File: config.mk
export PLATFORM = sky130hd
export DESIGN_NAME = m6502_addr_sequencer
export DESIGN_NICKNAME = d
export VERILOG_FILES = /design/src/rtl/m6502_addr_sequencer.sv
export SDC_FILE = /design/constraint.sdc
export NUM_CORES = 1
export LEC_CHECK = 0
export CORE_MARGIN = 5
export CORE_UTILIZATION = 54
export DETAILED_ROUTE_END_ITERATION = 10
export GPL_TIMING_DRIVEN = 0
export PLACE_DENSITY = 0.81
export SLEW_MARGIN = 0
export SYNTH_ARGS = -nofsm -noshare
export SYNTH_HDL_FRONTEND = slang
export SYNTH_SLANG_ARGS = --single-unit
File: constraint.sdc
create_clock -name i_clk -period 2.5 [get_ports i_clk]
set_input_delay 0.375 -clock i_clk [delete_from_list [all_inputs] [get_ports i_clk]]
set_output_delay 0.375 -clock i_clk [all_outputs]
set_load 0.01 [all_outputs]
File: src/rtl/m6502_addr_sequencer.sv
// M6502 effective-address / memory-access sequencer: walks the bus cycles of each
// addressing mode, then performs the read, write or read-modify-write access.
package M6502Defs;
   typedef enum logic [3:0] {
      Implied, Immediate, ZeroPage, ZeroPageIndexed, Absolute, AbsoluteIndexed,
      IndexedIndirect, IndirectIndexed, Relative, AbsoluteIndirect
   } AddressingMode;
   typedef enum logic [1:0] {Read, Write, ReadWrite} AccessType;
   typedef enum logic [1:0] {IdxNone, IdxX, IdxY} Index;
endpackage

module m6502_addr_sequencer
   import M6502Defs::*;
(
   input  logic          i_clk,
   input  logic          i_reset,
   input  logic          i_start,
   input  AddressingMode i_addressingMode,
   input  AccessType     i_accessType,
   input  Index          i_index,
   input  logic [15:0]   i_pc,
   input  logic [7:0]    i_x,
   input  logic [7:0]    i_y,
   input  logic [7:0]    i_busData,
   input  logic [7:0]    i_result,
   input  logic          i_resultValid,
   output logic [15:0]   o_busAddr,
   output logic          o_busRw,
   output logic [7:0]    o_busData,
   output logic          o_pcInc,
   output logic [7:0]    o_operand,
   output logic          o_operandValid,
   output logic [15:0]   o_effAddr,
   output logic          o_busy,
   output logic          o_done
);
   typedef enum logic [3:0] {
      S_IDLE, S_OPLO, S_OPHI, S_ZPIDX, S_PTRLO, S_PTRHI, S_FIXUP, S_READ, S_RMWDUMMY, S_WRITE
   } state_e;

   state_e        state_q, state_d;
   AddressingMode mode_q, mode_d;
   AccessType     access_q, access_d;
   logic [15:0]   pc_q, pc_d, base_q, base_d, eff_q, eff_d, last_addr_q, last_addr_d;
   logic [7:0]    idx_q, idx_d, zp_q, zp_d, data_q, data_d, operand_q, operand_d;
   logic          op_valid_q, op_valid_d, done_q, done_d;

   logic [15:0]   bus_addr;
   logic [15:0]   ptr_full;
   logic [15:0]   idx_sum;
   logic          page_cross;
   state_e        access_state;

   // High byte arrives on the bus this cycle; low byte was captured earlier.
   assign ptr_full     = {i_busData, base_q[7:0]};
   assign idx_sum      = ptr_full + {8'h00, idx_q};
   assign page_cross   = (idx_sum[15:8] != i_busData);
   assign access_state = (access_q == Write) ? S_WRITE : S_READ;

   always_comb begin
      // NOTE: every signal gets a default first so no path leaves one unassigned (no latches).
      state_d    = state_q;
      mode_d     = mode_q;
      access_d   = access_q;
      pc_d       = pc_q;
      idx_d      = idx_q;
      base_d     = base_q;
      zp_d       = zp_q;
      eff_d      = eff_q;
      data_d     = data_q;
      operand_d  = operand_q;
      op_valid_d = 1'b0;
      done_d     = 1'b0;
      bus_addr   = last_addr_q;
      o_busRw    = 1'b1;
      o_busData  = 8'h00;
      o_pcInc    = 1'b0;

      case (state_q)
         S_IDLE: begin
            if (i_start) begin
               state_d  = S_OPLO;
               mode_d   = i_addressingMode;
               access_d = i_accessType;
               pc_d     = i_pc;
               case (i_addressingMode)
                  IndexedIndirect: idx_d = i_x;
                  IndirectIndexed: idx_d = i_y;
                  default:         idx_d = (i_index == IdxX) ? i_x :
                                           (i_index == IdxY) ? i_y : 8'h00;
               endcase
            end
         end
         S_OPLO: begin
            bus_addr = pc_q;
            o_pcInc  = 1'b1;
            base_d   = {8'h00, i_busData};
            zp_d     = i_busData;
            case (mode_q)
               Immediate: begin
                  operand_d  = i_busData;
                  op_valid_d = 1'b1;
                  eff_d      = pc_q;
                  done_d     = 1'b1;
                  state_d    = S_IDLE;
               end
               ZeroPage: begin
                  eff_d   = {8'h00, i_busData};
                  state_d = access_state;
               end
               ZeroPageIndexed, IndexedIndirect: state_d = S_ZPIDX;
               Absolute, AbsoluteIndexed:        state_d = S_OPHI;
               IndirectIndexed:                  state_d = S_PTRLO;
               default: begin
                  // Implied/Relative/AbsoluteIndirect: a lone dummy read, no byte consumed.
                  o_pcInc = 1'b0;
                  done_d  = 1'b1;
                  state_d = S_IDLE;
               end
            endcase
         end
         S_OPHI, S_PTRHI: begin
            bus_addr = (state_q == S_OPHI) ? pc_q + 16'd1 : {8'h00, zp_q + 8'h01};
            o_pcInc  = (state_q == S_OPHI);
            if (mode_q == Absolute || mode_q == IndexedIndirect) begin
               eff_d   = ptr_full;
               state_d = access_state;
            end else begin
               base_d  = ptr_full;
               eff_d   = idx_sum;
               state_d = (access_q == Read && !page_cross) ? access_state : S_FIXUP;
            end
         end
         S_ZPIDX: begin
            bus_addr = {8'h00, zp_q};
            zp_d     = zp_q + idx_q;
            if (mode_q == ZeroPageIndexed) begin
               eff_d   = {8'h00, zp_q + idx_q};
               state_d = access_state;
            end else begin
               state_d = S_PTRLO;
            end
         end
         S_PTRLO: begin
            bus_addr = {8'h00, zp_q};
            base_d   = {8'h00, i_busData};
            state_d  = S_PTRHI;
         end
         S_FIXUP: begin
            bus_addr = {base_q[15:8], eff_q[7:0]};
            state_d  = access_state;
         end
         S_READ: begin
            bus_addr   = eff_q;
            data_d     = i_busData;
            operand_d  = i_busData;
            op_valid_d = 1'b1;
            if (access_q == ReadWrite) begin
               state_d = S_RMWDUMMY;
            end else begin
               done_d  = 1'b1;
               state_d = S_IDLE;
            end
         end
         S_RMWDUMMY: begin
            bus_addr  = eff_q;
            o_busRw   = 1'b0;
            o_busData = data_q;
            state_d   = S_WRITE;
         end
         S_WRITE: begin
            bus_addr  = eff_q;
            o_busData = i_result;
            if (i_resultValid) begin
               o_busRw = 1'b0;
               done_d  = 1'b1;
               state_d = S_IDLE;
            end
         end
         default: state_d = S_IDLE;
      endcase

      last_addr_d = bus_addr;
   end

   always_ff @(posedge i_clk) begin
      // NOTE: sequential state uses non-blocking assignments so all registers update together.
      if (i_reset) begin
         state_q     <= S_IDLE;
         mode_q      <= Implied;
         access_q    <= Read;
         pc_q        <= 16'h0000;
         idx_q       <= 8'h00;
         base_q      <= 16'h0000;
         zp_q        <= 8'h00;
         eff_q       <= 16'h0000;
         last_addr_q <= 16'h0000;
         data_q      <= 8'h00;
         operand_q   <= 8'h00;
         op_valid_q  <= 1'b0;
         done_q      <= 1'b0;
      end else begin
         state_q     <= state_d;
         mode_q      <= mode_d;
         access_q    <= access_d;
         pc_q        <= pc_d;
         idx_q       <= idx_d;
         base_q      <= base_d;
         zp_q        <= zp_d;
         eff_q       <= eff_d;
         last_addr_q <= last_addr_d;
         data_q      <= data_d;
         operand_q   <= operand_d;
         op_valid_q  <= op_valid_d;
         done_q      <= done_d;
      end
   end

   assign o_busAddr      = bus_addr;
   assign o_operand      = operand_q;
   assign o_operandValid = op_valid_q;
   assign o_effAddr      = eff_q;
   assign o_busy         = (state_q != S_IDLE);
   assign o_done         = done_q;

endmodule

==> reports/qor.txt <==
status - complete, but fails checks
failing checks - setup timing
Root Buffer - clkbuf_16
Worst-path clk slew - 80 ps
Worst Setup End Kind - output port
Post-synth EDFFs - 0
cell taking the most area after synthesis - dfxtp_1
synth unique cells - 86
All-Layer GR Usage - 36.8%
Hold Crit Class - reg2reg
max cap viols - 0
Worst R2R End - last_addr_q[13]
Crit Path Max Fanout - 5
crit path cell chain - buf_6 > or2_4 > a21o_4 > buf_6 > a222oi_1 > buf_4 > nand3_2 > buf_6
Die X - 122 microns
Iter 0 DRT Violations - 1,076
R2R depth - 14
CP top delay family - compound AO/OA/AOI/OAI gates
drt pass-1 iters - 6
Die Span Y - 122 microns
Clock Latency Late Sink - 380 ps
Largest stage delay, worst path - 420 ps
Hold WS - 459 ps
Leak - 3.68 nW
Final Hold Vio Count - 0
Final min period - 2670 ps
crit path buf inv count - 4
initial antenna violation count - 0
relative slew slack - 35.7%
CP max stage cell - a222oi_1
# IOs - 113
CTS buffer count - 9
Initial Utilization - 54.4%
largest cells by area after synthesis - dfxtp_1, nand2_1, mux2i_1
gr ovfl total - 0
Post-synth top flop - dfxtp_1
pre-CTS WS - -539 ps
Max Slew Vio Count - 0
PD cells - 1010 mW/mm^2
nets@finish - 1,112
Mapped Nets - 942
setup ws final - -168 ps
Post-route DRC - 0
number of I/O port buffers - 106
WP data arrival - 2290 ps
hold path depth - 2
Mapped Area - 0.00682 sq mm
die area - 0.0150 sq mm
WHS Endpoint - data_q[5]
Antenna Violating Nets Remaining - 0
pin count of the biggest net entering global routing - 21
Final Skew - 14.1 ps
startpoint types - flop
area share of the largest cell type after synthesis - 31.7%
cells after synthesis - 863
clk sinks - 108
Worst Tran Pin Value - 964 ps
f_max - 0.375 GHz
Final setup viols - 11
setup repair after global routing missed its margin - true
routed vias - 7,967
Placer Congestion - 0.992
FF+latch area - 0.00221 sq mm
CTS tree - yes
Post-synth ARST share - 0%
Sum Neg Setup Slack - -684 ps
yosys synthesis warning count - 0
CP dominant cell by count - buf_6
Via-to-Cell Ratio - 6.58
Setup CP Type - reg2out
first-pass GRT wire length - 42,200 microns
core box area - 0.0125 sq mm
layout cells sized above 1 - 20.6%
Avg Inst Size Synth - 7.90 sq um
drt wl/cell - 23.4 microns
diode count - 0
reg2reg start - state_q[2]
area of the multi-input gates - 0.00460 sq mm
Area Growth Syn to Fin - 35.5%
Fill cells - 1,015
dpl hpwl - 19,100 microns
H-tree depth - 3
FP Rows - 41
final worst path period share - 107%
post-layout power - 9.34 mW
r2r setup slk - -40 ps
Worst Hold Launch - data_q[5]
Max VDD drop - 0.606 mV
synthesis-stage register bit count - 108
clk buf depth - 2
WL final - 28,300 microns
sequential area share after synthesis - 31.7%
Req. time, crit path - 2120 ps
vias in the first global route - 7,527
-- worst max-delay path by stage --
stage          startpoint  slack, ps  depth (start not counted)               to
4_1_cts        state_q[2]       -120                         18  last_addr_q[13]
6_report       state_q[2]       -170                          8    o_busAddr[13]
3_5_place_dp   state_q[2]       -540                          7    o_busAddr[14]
3_3_place_gp   state_q[2]       -640                          7    o_busAddr[14]
5_1_grt        state_q[2]       -250                          8    o_busAddr[13]
2_1_floorplan   base_q[0]        410                          7       state_q[0]
-- flip-flops by register name, summed over array words and instances (netlist names) --
signal and flops:
access_q 2, base_q 16, data_q 8, idx_q 8, last_addr_q 16, mode_q 4
o_done 1, o_effAddr 16, o_operand 8, o_operandValid 1, pc_q 16, state_q 4
zp_q 8
-- logic make-up (layout without fill, tap and decap cells) --
family | after synthesis | after routing | synth area share [%]
compound gates | 247 | 247 | 24.4
buf+inv | 74 | 249 | 5.20
mux | 43 | 43 | 6.32
fa+ha+maj | 19 | 19 | 3.71
flops | 108 | 108 | 31.7
simple gates | 351 | 351 | 26.0
xor+xnor | 21 | 21 | 2.70
-- cells in the mapped netlist (all sizes together), types with 4 or more instances --
cell and number:
a221oi 14, nand2b 5, nand2 122, or3 8, dfxtp 108, a21oi 73
o21ai 42, and2 17, xor2 10, a21o 7, nand4 8, buf 33
a31oi 13, or2 5, a22oi 15, o2bb2ai 4, a22o 5, nand3b 6
nor2 83, nand3 36, inv 9, nor3b 5, a311oi 6, mux2i 43
nor3 22, ha 17, a221o 4, o211ai 5, and3 8, a211oi 16
o22ai 11, xnor2 11, clkbuf 32
-- layout by cell type, fill, tap and decap left out, types with 25 or more instances in the layout --
cell type,instances
o21ai_0,32
buf_4,43
clkbuf_1,25
a21oi_1,67
buf_6,30
nand3_1,33
dfxtp_1,91
clkdlybuf4s50_1,81
nand2_1,117
buf_2,28
mux2i_1,43
nor2_1,79
-- through the flow --
stage / utilization [%] / cells / cell area, sq um
after floorplan: - / 863 / 6820
after global placement: 64.6 / 1141 / 8090
after detailed placement: 64.6 / 1141 / 8090
after CTS: 71.7 / 1200 / 8980
after global routing: 73.8 / 1210 / 9230
final: 73.8 / 1210 / 9230
-- metal layers --
metal | up-vias | global-route usage, % | part of all wire [%]
met1 | 3744 | 49.1 | 39
met3 | 128 | 8.99 | 12
met5 | - | 0 | 0
li1 | 3511 | - | -
met4 | 0 | 17.6 | 5.5
met2 | 584 | 55.9 | 43
-- layout make-up --
type                       instances  share of cell area, %
multi-input combinational        681                   49.8
sequential                       108                   23.9
timing repair buffer             167                   16.5
buffer                            57                   3.89
clock buffer                       9                   2.44
tap                              172                   2.33
clock inverter                     7                  0.705
inverter                           9                  0.366
-- tightest hold or removal path: stages, from the launching register on --
cell,delay [ps]
dfxtp_1,310
nand2_1,50
a21oi_1,50
-- what timing repair did --
action | in CTS | in global routing
setup endpoints to repair | 28 | 24
gates resized for setup | 161 | 65
hold endpoints to repair | 0 | 0
pin swaps | 21 | 26
setup buffers | 48 | 19
hold buffers | 0 | 0
cloned | 3 | 0
-- report_power, final --
| part | total, mW | switching (mW) | internal (mW) |
|---|---|---|---|
| logic | 5.12 | 2.85 | 2.28 |
| clock network | 1.47 | 0.765 | 0.706 |
| registers | 2.75 | 0.598 | 2.15 |
Note: power is estimated with default switching activity, not from simulation.
